`config.mk`:
```
export PLATFORM = sky130hd
export DESIGN_NAME = alu_arbiter
export DESIGN_NICKNAME = d
export VERILOG_FILES = /design/src/rtl/alu_ctrl_pkg.sv /design/src/rtl/rr_arbiter2.sv /design/src/rtl/alu_arbiter.sv
export SDC_FILE = /design/constraint.sdc
export NUM_CORES = 1
export LEC_CHECK = 0
export CAP_MARGIN = 10
export CORE_MARGIN = 2
export CORE_UTILIZATION = 25
export CTS_CLUSTER_SIZE = 20
export DETAILED_ROUTE_END_ITERATION = 16
export HOLD_SLACK_MARGIN = 0.02
export SYNTH_ARGS = -nofsm -noshare
export SYNTH_HDL_FRONTEND = slang
export SYNTH_SLANG_ARGS = --single-unit
```
`constraint.sdc`:
```
create_clock -name clk -period 4.7 [get_ports clk]
set_input_delay 0.94 -clock clk [delete_from_list [all_inputs] [get_ports clk]]
set_output_delay 0.94 -clock clk [all_outputs]
set_load 0.05 [all_outputs]
```
`src/rtl/alu_ctrl_pkg.sv`:
```
`default_nettype none
// ============================================================================
// Module      : alu_ctrl_pkg
// Description : Shared encodings and helpers for the ALU arbiter/sequencer.
// Revision    : 1.0 - initial release
// ============================================================================
package alu_ctrl_pkg;

    typedef enum logic [1:0] {
        ST_IDLE = 2'b00,
        ST_LOAD = 2'b01,
        ST_EXEC = 2'b10,
        ST_RESP = 2'b11
    } state_t;

    localparam logic [2:0] IN_SEL_PERSIST = 3'b100;
    localparam logic [2:0] IN_SEL_LOAD    = 3'b010;
    localparam logic [2:0] IN_SEL_RESET   = 3'b001;

    localparam logic [6:0] OP_0 = 7'b1000000;
    localparam logic [6:0] OP_1 = 7'b0100000;
    localparam logic [6:0] OP_2 = 7'b0010000;
    localparam logic [6:0] OP_3 = 7'b0001000;
    localparam logic [6:0] OP_4 = 7'b0000100;
    localparam logic [6:0] OP_5 = 7'b0000010;
    localparam logic [6:0] OP_6 = 7'b0000001;

    function automatic logic is_onehot(input logic [31:0] v);
        return (v != 32'd0) && ((v & (v - 32'd1)) == 32'd0);
    endfunction

endpackage
`default_nettype wire

```
`src/rtl/rr_arbiter2.sv`:
```
`default_nettype none
// ============================================================================
// Module      : rr_arbiter2
// Description : Two-way round-robin grant; contention goes to the requester
//               that was not granted last.
// Revision    : 1.0 - initial release
// ============================================================================
module rr_arbiter2 (
    input  logic valid0,
    input  logic valid1,
    input  logic last_grant,
    output logic grant_id,
    output logic grant_valid
);

    assign grant_valid = valid0 | valid1;
    assign grant_id    = (valid0 && valid1) ? ~last_grant : valid1;

endmodule
`default_nettype wire

```
`src/rtl/alu_arbiter.sv`:
```
`default_nettype none
// ============================================================================
// Module      : alu_arbiter
// Description : Shares one ALU between two requesters and sequences its
//               load/execute phases, returning results on one response channel.
// Revision    : 1.0 - initial release
// ============================================================================
module alu_arbiter #(
    parameter int WIDTH   = 8,
    parameter int OPS     = 7,
    parameter int ALU_LAT = 1
) (
    input  logic             clk,
    input  logic             rst,
    input  logic             req0_valid,
    output logic             req0_ready,
    input  logic [OPS-1:0]   req0_op,
    input  logic [WIDTH-1:0] req0_a,
    input  logic [WIDTH-1:0] req0_b,
    input  logic             req1_valid,
    output logic             req1_ready,
    input  logic [OPS-1:0]   req1_op,
    input  logic [WIDTH-1:0] req1_a,
    input  logic [WIDTH-1:0] req1_b,
    output logic             rsp_valid,
    input  logic             rsp_ready,
    output logic             rsp_id,
    output logic [WIDTH-1:0] rsp_data,
    output logic             rsp_err,
    output logic             alu_on,
    output logic [2:0]       alu_in_sel,
    output logic [WIDTH-1:0] alu_num1,
    output logic [WIDTH-1:0] alu_num2,
    output logic [OPS-1:0]   alu_out_sel,
    input  logic [WIDTH-1:0] alu_out,
    output logic [1:0]       state
);
    import alu_ctrl_pkg::*;

    localparam int                 c_cnt_w    = (ALU_LAT > 1) ? $clog2(ALU_LAT) : 1;
    localparam logic [c_cnt_w-1:0] c_cnt_load = c_cnt_w'(ALU_LAT - 1);

    state_t             r_state;
    logic               r_init;
    logic               r_last_grant;
    logic [c_cnt_w-1:0] r_cnt;
    logic               r_alu_on;
    logic [2:0]         r_in_sel;
    logic [WIDTH-1:0]   r_num1;
    logic [WIDTH-1:0]   r_num2;
    logic [OPS-1:0]     r_out_sel;
    logic               r_rsp_valid;
    logic               r_rsp_id;
    logic [WIDTH-1:0]   r_rsp_data;
    logic               r_rsp_err;

    logic               w_gnt_id;
    logic               w_gnt_vld;
    logic               w_accept_ok;
    logic               w_hs;
    logic [OPS-1:0]     w_op;
    logic [WIDTH-1:0]   w_a;
    logic [WIDTH-1:0]   w_b;

    rr_arbiter2 u_arb (
        .valid0      (req0_valid),
        .valid1      (req1_valid),
        .last_grant  (r_last_grant),
        .grant_id    (w_gnt_id),
        .grant_valid (w_gnt_vld)
    );

    assign w_accept_ok = (r_state == ST_IDLE) && !r_init && !rst;
    assign req0_ready  = w_accept_ok && w_gnt_vld && !w_gnt_id;
    assign req1_ready  = w_accept_ok && w_gnt_vld && w_gnt_id;
    assign w_hs        = (req0_valid && req0_ready) || (req1_valid && req1_ready);
    assign w_op        = w_gnt_id ? req1_op : req0_op;
    assign w_a         = w_gnt_id ? req1_a  : req0_a;
    assign w_b         = w_gnt_id ? req1_b  : req0_b;

    always_ff @(posedge clk) begin
        if (rst) begin
            r_state      <= ST_IDLE;
            r_init       <= 1'b1;
            r_last_grant <= 1'b1;
            r_cnt        <= '0;
            r_alu_on     <= 1'b0;
            r_in_sel     <= IN_SEL_RESET;
            r_num1       <= '0;
            r_num2       <= '0;
            r_out_sel    <= '0;
            r_rsp_valid  <= 1'b0;
            r_rsp_id     <= 1'b0;
            r_rsp_data   <= '0;
            r_rsp_err    <= 1'b0;
        end else if (r_init) begin
            // First edge powers the ALU while still holding it in reset;
            // the second edge releases it to persist and opens arbitration.
            r_alu_on <= 1'b1;
            r_init   <= !r_alu_on;
            r_in_sel <= r_alu_on ? IN_SEL_PERSIST : IN_SEL_RESET;
        end else begin
            case (r_state)
                ST_IDLE: begin
                    r_in_sel <= IN_SEL_PERSIST;
                    if (w_hs) begin
                        r_last_grant <= w_gnt_id;
                        r_rsp_id     <= w_gnt_id;
                        if (is_onehot(32'(w_op))) begin
                            r_state   <= ST_LOAD;
                            r_in_sel  <= IN_SEL_LOAD;
                            r_num1    <= w_a;
                            r_num2    <= w_b;
                            r_out_sel <= w_op;
                        end else begin
                            r_state     <= ST_RESP;
                            r_rsp_valid <= 1'b1;
                            r_rsp_err   <= 1'b1;
                            r_rsp_data  <= '0;
                        end
                    end
                end
                ST_LOAD: begin
                    r_state  <= ST_EXEC;
                    r_in_sel <= IN_SEL_PERSIST;
                    r_cnt    <= c_cnt_load;
                end
                ST_EXEC: begin
                    r_in_sel <= IN_SEL_PERSIST;
                    if (r_cnt == '0) begin
                        r_state     <= ST_RESP;
                        r_rsp_valid <= 1'b1;
                        r_rsp_err   <= 1'b0;
                        r_rsp_data  <= alu_out;
                    end else begin
                        r_cnt <= r_cnt - c_cnt_w'(1);
                    end
                end
                ST_RESP: begin
                    r_in_sel <= IN_SEL_PERSIST;
                    if (rsp_ready) begin
                        r_state     <= ST_IDLE;
                        r_rsp_valid <= 1'b0;
                    end
                end
                default: begin
                    r_state <= ST_IDLE;
                end
            endcase
        end
    end

    assign state       = r_state;
    assign alu_on      = r_alu_on;
    assign alu_in_sel  = r_in_sel;
    assign alu_num1    = r_num1;
    assign alu_num2    = r_num2;
    assign alu_out_sel = r_out_sel;
    assign rsp_valid   = r_rsp_valid;
    assign rsp_id      = r_rsp_id;
    assign rsp_data    = r_rsp_data;
    assign rsp_err     = r_rsp_err;

endmodule
`default_nettype wire

```
Word-level counts from Yosys, hierarchy flattened
Index checks and enable logic that the tools add are counted.
W data, S select, Z words.
- register bits: 43
- bits in latches: 0
- RAM bits: 0
- memory bits (read-only): 0
- memories kept: 0
- add/sub/neg operators: 2
- multiply operators: 0
- divide/modulo/power cells: 0
- $lt $le $gt $ge: 0
- equal/unequal tests: 7
- shift operators: 0
- multiplexer cells: 28
- bitwise operators: 4
- reduce and logical (&&, ||, !) cells: 27
- operator list (operator ; number):
    $mux W8 ; 5
    $and A7 B32 Y32 ; 1
    $logic_not A32 Y1 ; 1
    $pmux W8 S2 ; 1
    $mux W3 ; 4
    $logic_and A1 B1 Y1 ; 9
    $mux W1 ; 8
    $mux W2 ; 4
    $ne A2 B2 Y1 const B ; 4
    $pmux W2 S4 ; 1
    $reduce_and A4 Y1 ; 2
    $sub A7 B1 Y8 const B ; 1
    $mux W7 ; 1
    $reduce_bool A7 Y1 ; 1
    $pmux W3 S2 ; 1
    $reduce_and A6 Y1 ; 1
    $reduce_and A5 Y1 ; 1
    $eq A2 B2 Y1 const B ; 2
    $logic_not A1 Y1 ; 4
    $pmux W1 S2 ; 2
    $reduce_bool A2 Y1 ; 2
    $pmux W1 S3 ; 1
    $reduce_and A3 Y1 ; 1
    $reduce_bool A3 Y1 ; 1
    8 further kinds ; 9

Logic depth before layout (Yosys ltp)
Gate-level depths: netlist (run 1).
- word-level depth: 11
- mapped depth: 9
- mapped depth without buffers: 8

By module
A second synthesis (run 1) with hierarchy kept.
- cells, all modules: 220
- area, all modules: 2148.3 um^2
- by module, submodules not included (module ; instances ; cells each ; area an instance (um^2) ; seq. area each (um^2)):
    alu_arbiter ; 1 ; 218 ; 2134.5 ; 820.8
    rr_arbiter2 ; 1 ; 2 ; 13.8 ; 0.0

Least setup slack after synthesis (run 1)
No wires, ideal clock.
- kind: input to output
- start point: in req1_valid
- end point: out req1_ready
- data arrival time: 2.930 ns
- slack: 0.830 ns
- stages: 4
- cell sequence: a21bo_1 buf_6 clkbuf_1 nor4_1
- word-level cells in the longest chain between the ends: 3
- elaborated cells on any way between the ends: 5
- classes of those cells: mux: 1; bitwise: 1; reduce/logical: 3
- ends and longest elaborated chain (element ; line ; source):
    from (decl) ; alu_arbiter.sv:20 ; input logic req1_valid,
    $or A1 B1 Y1 or $logic_and A1 B1 Y1 (tied branches) ; rr_arbiter2.sv:16, rr_arbiter2.sv:17 ;
    $logic_and A1 B1 Y1 or $mux W1 (tied branches) ; alu_arbiter.sv:75, rr_arbiter2.sv:17 ;
    $logic_and A1 B1 Y1 * ; alu_arbiter.sv:75 ; assign req1_ready = w_accept_ok && w_gnt_vld && w_gnt_id;
    to (decl) ; alu_arbiter.sv:21 ; output logic req1_ready,
Every way passes the cells marked *; elsewhere a longest branch is shown, timed or not.

Worst setup path after layout (run 1)
Ends and elaborated chain as after synthesis.

==> results of run 1 <==
-- layout make-up --
cell class	instances	area (µm²)	share of cell area (%)
clock buffers	5	68.8	2.01
clock inverters	2	35.0	1.02
inverters	27	101	2.96
multi-input cells	170	1200	35.1
flip-flops and latches	41	821	24.0
well taps	108	135	3.95
repair buffers	105	1060	31.0
-- power breakdown --
group          internal [µW]  switching (µW)  total, µW
Combinational           96.8             105        202
Clock                    154             117        272
Sequential               356            8.26        365
Total                    608             231        838
-- kinds of logic after synthesis --
kind of cell             after synthesis  share of synthesized area [%]
AND/OR/NAND/NOR                       82                           20.7
multiplexers                           6                           2.96
flip-flops                            41                           36.7
AO/OA/AOI/OAI                         74                           26.0
adder cells (fa/ha/maj)                6                           3.13
buffers and inverters                 47                           9.73
XOR/XNOR                               2                          0.783
-- worst reg2reg max path, stage by stage (launching register included) --
cell	delay, ns
sky130_fd_sc_hd__dfxtp_1	0.39
sky130_fd_sc_hd__a21bo_1	0.64
sky130_fd_sc_hd__o221ai_1	0.29
sky130_fd_sc_hd__and3_1	0.27
sky130_fd_sc_hd__a21oi_1	0.17
sky130_fd_sc_hd__or2_1	0.71
sky130_fd_sc_hd__a211oi_1	0.20
-- sequential cells by signal, summed over array words and instances (netlist names), 2 cells and up --
register and flops:
alu_in_sel 3, alu_num1 8, alu_num2 8, alu_out_sel 7, rsp_data 8, state 2
-- per-layer routing --
layer	vias to the layer above	wire length, µm	global-route usage (%)
met3	5	555	4.26
li1	1110	-	-
met2	84	3390	23.7
met5	-	0	0
met4	0	40	2.85
met1	1008	2980	18.1
-- cells in the final DEF, fill, tap and decap left out, types with 4 or more instances in the layout --
master,synthesis,layout
sky130_fd_sc_hd__clkbuf_8,0,5
sky130_fd_sc_hd__clkdlybuf4s50_1,0,98
sky130_fd_sc_hd__nand2b_1,9,9
sky130_fd_sc_hd__a2111oi_0,21,21
sky130_fd_sc_hd__a21oi_1,12,12
sky130_fd_sc_hd__inv_1,27,27
sky130_fd_sc_hd__nor2_1,15,15
sky130_fd_sc_hd__and2_1,22,22
sky130_fd_sc_hd__nand3_1,8,8
sky130_fd_sc_hd__nor3_1,5,5
sky130_fd_sc_hd__dfxtp_1,41,41
sky130_fd_sc_hd__ha_1,4,4
sky130_fd_sc_hd__or2_2,5,5
sky130_fd_sc_hd__a211oi_1,24,24
sky130_fd_sc_hd__buf_4,3,5
sky130_fd_sc_hd__mux2i_1,4,4
sky130_fd_sc_hd__nor2b_1,4,4
-- how the worst min path moves through the flow --
stage / from / to / slack, ns / cells after the start
2_1_floorplan: alu_in_sel[0] / alu_on / 0.50 / 2
3_3_place_gp: alu_out_sel[0] / alu_out_sel[0] / 0.44 / 2
3_5_place_dp: alu_num1[1] / alu_num1[1] / 0.45 / 2
4_1_cts: alu_num1[1] / alu_num1[1] / 0.46 / 2
5_1_grt: alu_num1[7] / alu_num1[7] / 0.48 / 2
6_report: alu_num1[1] / alu_num1[1] / 0.46 / 2
-- through the flow --
step           area (µm²)  total power (µW)  hold slack (ns)  cells
2_1_floorplan        2240               482            0.504    258
3_3_place_gp         3320               574            0.445    451
3_5_place_dp         3320               576            0.448    451
4_1_cts              3420               853            0.463    458
5_1_grt              3420               884            0.475    458
6_report             3420               838            0.460    458
==> results.cfg, run 1 <==
[clock_network]
postCtsSetupBuffers = 0
cts-root-to-sink-buffers = 2
clock_sink_count = 41
cts_htree_levels = 2
tritoncts.num_buffers = 5
clk_latency_ns = 0.29
tritoncts = yes
cts_resized = 0
ctsRootBufferMaster = sky130_fd_sc_hd__clkbuf_8
cts_hold_repair.buffers = 0
worst_setup_hold_path_clk_slew_ns = 0.07

[grt]
overflow_left_after_global_routing = 0
grt_first_pass_wirelength_um = 11200
largest_net_degree_at_the_start_of_global_routing = 28
number_of_global_route_vias_before_repair = 2218
antenna_violations_before_repair = 0
gr-usage-all-layers_pct = 14.1

[synthesis]
synthDominantCellAreaShare_pct = 36.7
synth_sequential_area_ratio_pct = 36.7
async_sr_flop_fraction_pct = 0
most_repeated_cell_in_the_gate_level_netlist_after_synthesis = sky130_fd_sc_hd__dfxtp_1
synth.top_cells.by_count = sky130_fd_sc_hd__dfxtp_1, sky130_fd_sc_hd__inv_1, sky130_fd_sc_hd__a211oi_1
synth.net_count = 321
ys_seq_elements = 41
synth_area_leader_cell = sky130_fd_sc_hd__dfxtp_1
syn-instance-count = 258
synth.lib_cells_used.distinct = 47
mean_syn_cell_area_um2 = 8.68
post_synth_instance_area_um2 = 2240
yosysWarnings = 0
ys_dominant_reg_cell = sky130_fd_sc_hd__dfxtp_1
synth.top_cells.by_area = sky130_fd_sc_hd__dfxtp_1, sky130_fd_sc_hd__a2111oi_0, sky130_fd_sc_hd__a211oi_1
synth_enable_flop_cells = 0

[detailed_routing]
drt.antenna.violating_nets = 0
post_drt_via_cell_ratio = 4.82
vias = 2207
detailedRoute.firstIterationViolations = 41
drt-total-wl_um = 6970
routed_wire_length_per_instance_um = 15.2
drt_pre_antenna_iters = 4
post-route-drc-count = 0

[worst_setup_path]
timing.critical_path.buf_inv = 2
reg2reg_setup_slack_ns = 1.88
crit_required_ns = 3.76
worst_setup_path_startpoint = req1_valid
timing.rr.start = r_last_grant
cp_top_family = buffers and inverters
reg2reg_depth = 6
worstPathArrival_ns = 2.78
cpMaxStageDelayCell = sky130_fd_sc_hd__nor4_1
timing.critical_path.cells = clkdlybuf4s50_1, a21bo_1, nor4_1, buf_12
regToRegEndpoint = alu_num2[7]
setup.worst_path.end_class = primary output
worstSetupPathDepth = 4
worst_setup_path_start_kind = input port
critical_path.max_fanout = 26
worstSetupEndpoint = req1_ready
path_class = input port to primary output
critical_path.max_stage_delay_ns = 0.61

[die]
fp.dieW_um = 98.6
floorplan.io_pins = 101
start_util_pct = 25.7
design.core.area_um2 = 8720
fp.dieH_um = 98.6
num_rows = 34
overall_die_area_um2 = 9730

[sta]
rsz0062_at_grt = false
worst_slew_pin_slew_ns = 0.878
report.final.slew_viol_count = 0
clock_skew_ns = 0.00836
finalWorstPathRequiredPeriod_ns = 3.72
report.final.setup_viol = 0
timing.final.ws_setup_ns = 0.977
final-hold-violation-count = 0
timing.slew.headroom_pct = 41.5
final_min_period_over_clock_period_pct = 79.2
achievable-frequency_mhz = 269
total_negative_setup_slack_ns = 0

[flow_run]
max-cap-violations = 0

[finish]
postLayoutCoreUtil_pct = 39.2
fill_cells = 880
final_net_count = 413
drive_above_1_share_pct = 7.71
synthToLayoutAreaGrowth_pct = 52.8
antennaDiodeCount = 0

[placed_design]
gp_routability_congestion = 0.792
buffers_on_ports = 100
placement.setup.worst_slack_ns = 0.697
placed_wire_length_estimate_um = 5130

[power]
power.leakage_uw = 0.00113
power.ir.vdd_worst_mv = 0.142
p_per_area_nw_per_um2 = 245

[run_status]
outcome = completed

[hold_path]
timing.hold.worst.class = register to register
No activity file was read; power rests on OpenSTA's default activity.
==> run 2, diff against run 1 <==
clock period = 3.16 ns   (was 4.7 ns; I/O delays follow)
==> run 2 against run 1 <==
Against the previous run:
- sequential power increased by 48%
- sequential share of layout area is 0.56 points lower
- combinational power increased by 51%
- critical path depth up 1
- sequential cell count stayed put
- wire length decreased by 3.3%
- worst hold slack got worse by 0.0019 ns
- die area unchanged
- count of clock-buffer cells in the layout unchanged
- non-clock buffer count rose by 6
- via count down 1.0%
- largest cell class unchanged
- worst setup slack worse by 0.59 ns
==> results.cfg, run 2 (synthesis results as in run 1) <==
[run_status]
outcome = completed

[flow_run]
max-cap-violations = 0

[clock_network]
postCtsSetupBuffers = 0
clk_latency_ns = 0.30
ctsRootBufferMaster = sky130_fd_sc_hd__clkbuf_8
tritoncts = yes
cts_hold_repair.buffers = 0
cts_htree_levels = 2
clock_sink_count = 41
tritoncts.num_buffers = 5
cts-root-to-sink-buffers = 2
worst_setup_hold_path_clk_slew_ns = 0.08
cts_resized = 0

[power]
total_power_uw = 1350
p_per_area_nw_per_um2 = 387
power.leakage_uw = 0.00117
power.ir.vdd_worst_mv = 0.197

[worst_setup_path]
timing.critical_path.cells = clkdlybuf4s50_1, a21bo_1, buf_4, nor4_2, buf_12
regToRegEndpoint = alu_num1[5]
path_class = input port to primary output
worst_setup_path_startpoint = req1_valid
timing.critical_path.buf_inv = 3
setup.worst_path.end_class = primary output
crit_required_ns = 2.53
worst_setup_path_start_kind = input port
cpMaxStageDelayCell = sky130_fd_sc_hd__clkdlybuf4s50_1
reg2reg_setup_slack_ns = 0.84
critical_path.max_fanout = 13
worstPathArrival_ns = 2.15
reg2reg_depth = 7
critical_path.max_stage_delay_ns = 0.51
timing.rr.start = state[0]
cp_top_family = buffers and inverters

[die]
start_util_pct = 25.7
num_rows = 34
fp.dieW_um = 98.6
design.core.area_um2 = 8720
floorplan.io_pins = 101
overall_die_area_um2 = 9730
fp.dieH_um = 98.6

[detailed_routing]
vias = 2184
drt_pre_antenna_iters = 4
drt.antenna.violating_nets = 0
detailedRoute.firstIterationViolations = 96
drt-total-wl_um = 6740
post-route-drc-count = 0
routed_wire_length_per_instance_um = 14.5
post_drt_via_cell_ratio = 4.70

[hold_path]
hold_end = alu_num1[4]
holdCritStartpoint = alu_num1[4]
timing.hold.worst.class = register to register
cell_count_of_the_worst_hold_path = 2

[grt]
number_of_global_route_vias_before_repair = 2197
grt_first_pass_wirelength_um = 10800
gr-usage-all-layers_pct = 14.0
overflow_left_after_global_routing = 0
antenna_violations_before_repair = 0
largest_net_degree_at_the_start_of_global_routing = 41

[finish]
final_net_count = 419
postLayoutCoreUtil_pct = 40.1
antennaDiodeCount = 0
post_layout_nonfiller_instances = 465
synthToLayoutAreaGrowth_pct = 56.4
drive_above_1_share_pct = 9.80
mostFrequentLayoutCells = sky130_fd_sc_hd__clkdlybuf4s50_1, sky130_fd_sc_hd__dfxtp_1, sky130_fd_sc_hd__inv_1
layout_commonest_cell = sky130_fd_sc_hd__clkdlybuf4s50_1

[placed_design]
post-place-cells = 457
placed_wire_length_estimate_um = 5080
gp_routability_congestion = 0.768
buffers_on_ports = 100

[sta]
final-hold-violation-count = 0
finalWorstPathRequiredPeriod_ns = 2.78
total_negative_setup_slack_ns = 0
clock_skew_ns = 0.00994
timing.slew.headroom_pct = 64.8
report.final.setup_viol = 0
rsz0062_at_grt = false
report.final.slew_viol_count = 0
final_min_period_over_clock_period_pct = 87.9
worst_slew_pin_slew_ns = 0.526
achievable-frequency_mhz = 360
## run 2: cell count changes in the layout (fill, tap and decap cells not counted), sizes merged
cell | previous run | this run
buf | 7 | 13
bufinv | 1 | 2
## run 2: cell type report
type | count | area [µm²]
timing repair buffer | 111 | 1100
clock buffer | 5 | 68.8
fill | 876 | 5220
clock inverter | 3 | 65.1
sequential | 41 | 821
multi-input combinational | 170 | 1210
inverter | 27 | 101
tap | 108 | 135
## run 2: metal layers
metal	track usage (%)	part of all wire, %	vias up
met3	5.25	8.1	5
met4	4.64	0.92	0
met2	22.7	46	71
met1	17.1	45	983
met5	0	0	-
li1	-	-	1125
## run 2: worst max path at each step
| stage | endpoint | slack (ns) | cells past startpoint |
|---|---|---|---|
| detailed placement | alu_num1[5] | 0.09 | 8 |
| CTS | req1_ready | 0.38 | 5 |
| global route | alu_num1[5] | 0.22 | 8 |
| global placement | alu_num2[0] | 0.14 | 8 |
| finish | req1_ready | 0.38 | 5 |
| floorplan | req0_ready | 0.40 | 6 |
## run 2: report_power, final
| part | total [µW] | switching, µW | internal, µW |
|---|---|---|---|
| logic | 306 | 157 | 149 |
| clock network | 507 | 192 | 314 |
| registers | 541 | 11.2 | 530 |
| total | 1350 | 361 | 993 |
## run 2: through the flow
stage	setup WS, ns	cell area [µm²]	hold slack [ns]
2_1_floorplan	0.403	2240	0.514
3_3_place_gp	0.135	3370	0.443
3_5_place_dp	0.0873	3370	0.448
4_1_cts	0.380	3500	0.461
5_1_grt	0.223	3500	0.474
6_report	0.383	3500	0.458
## run 2: tightest hold or removal path, delay by kind of cell, from the launching register on
family / cells / cell delay, ns
compound gates: 1 / 0.05
buf+inv: 1 / 0.05
flops: 1 / 0.31
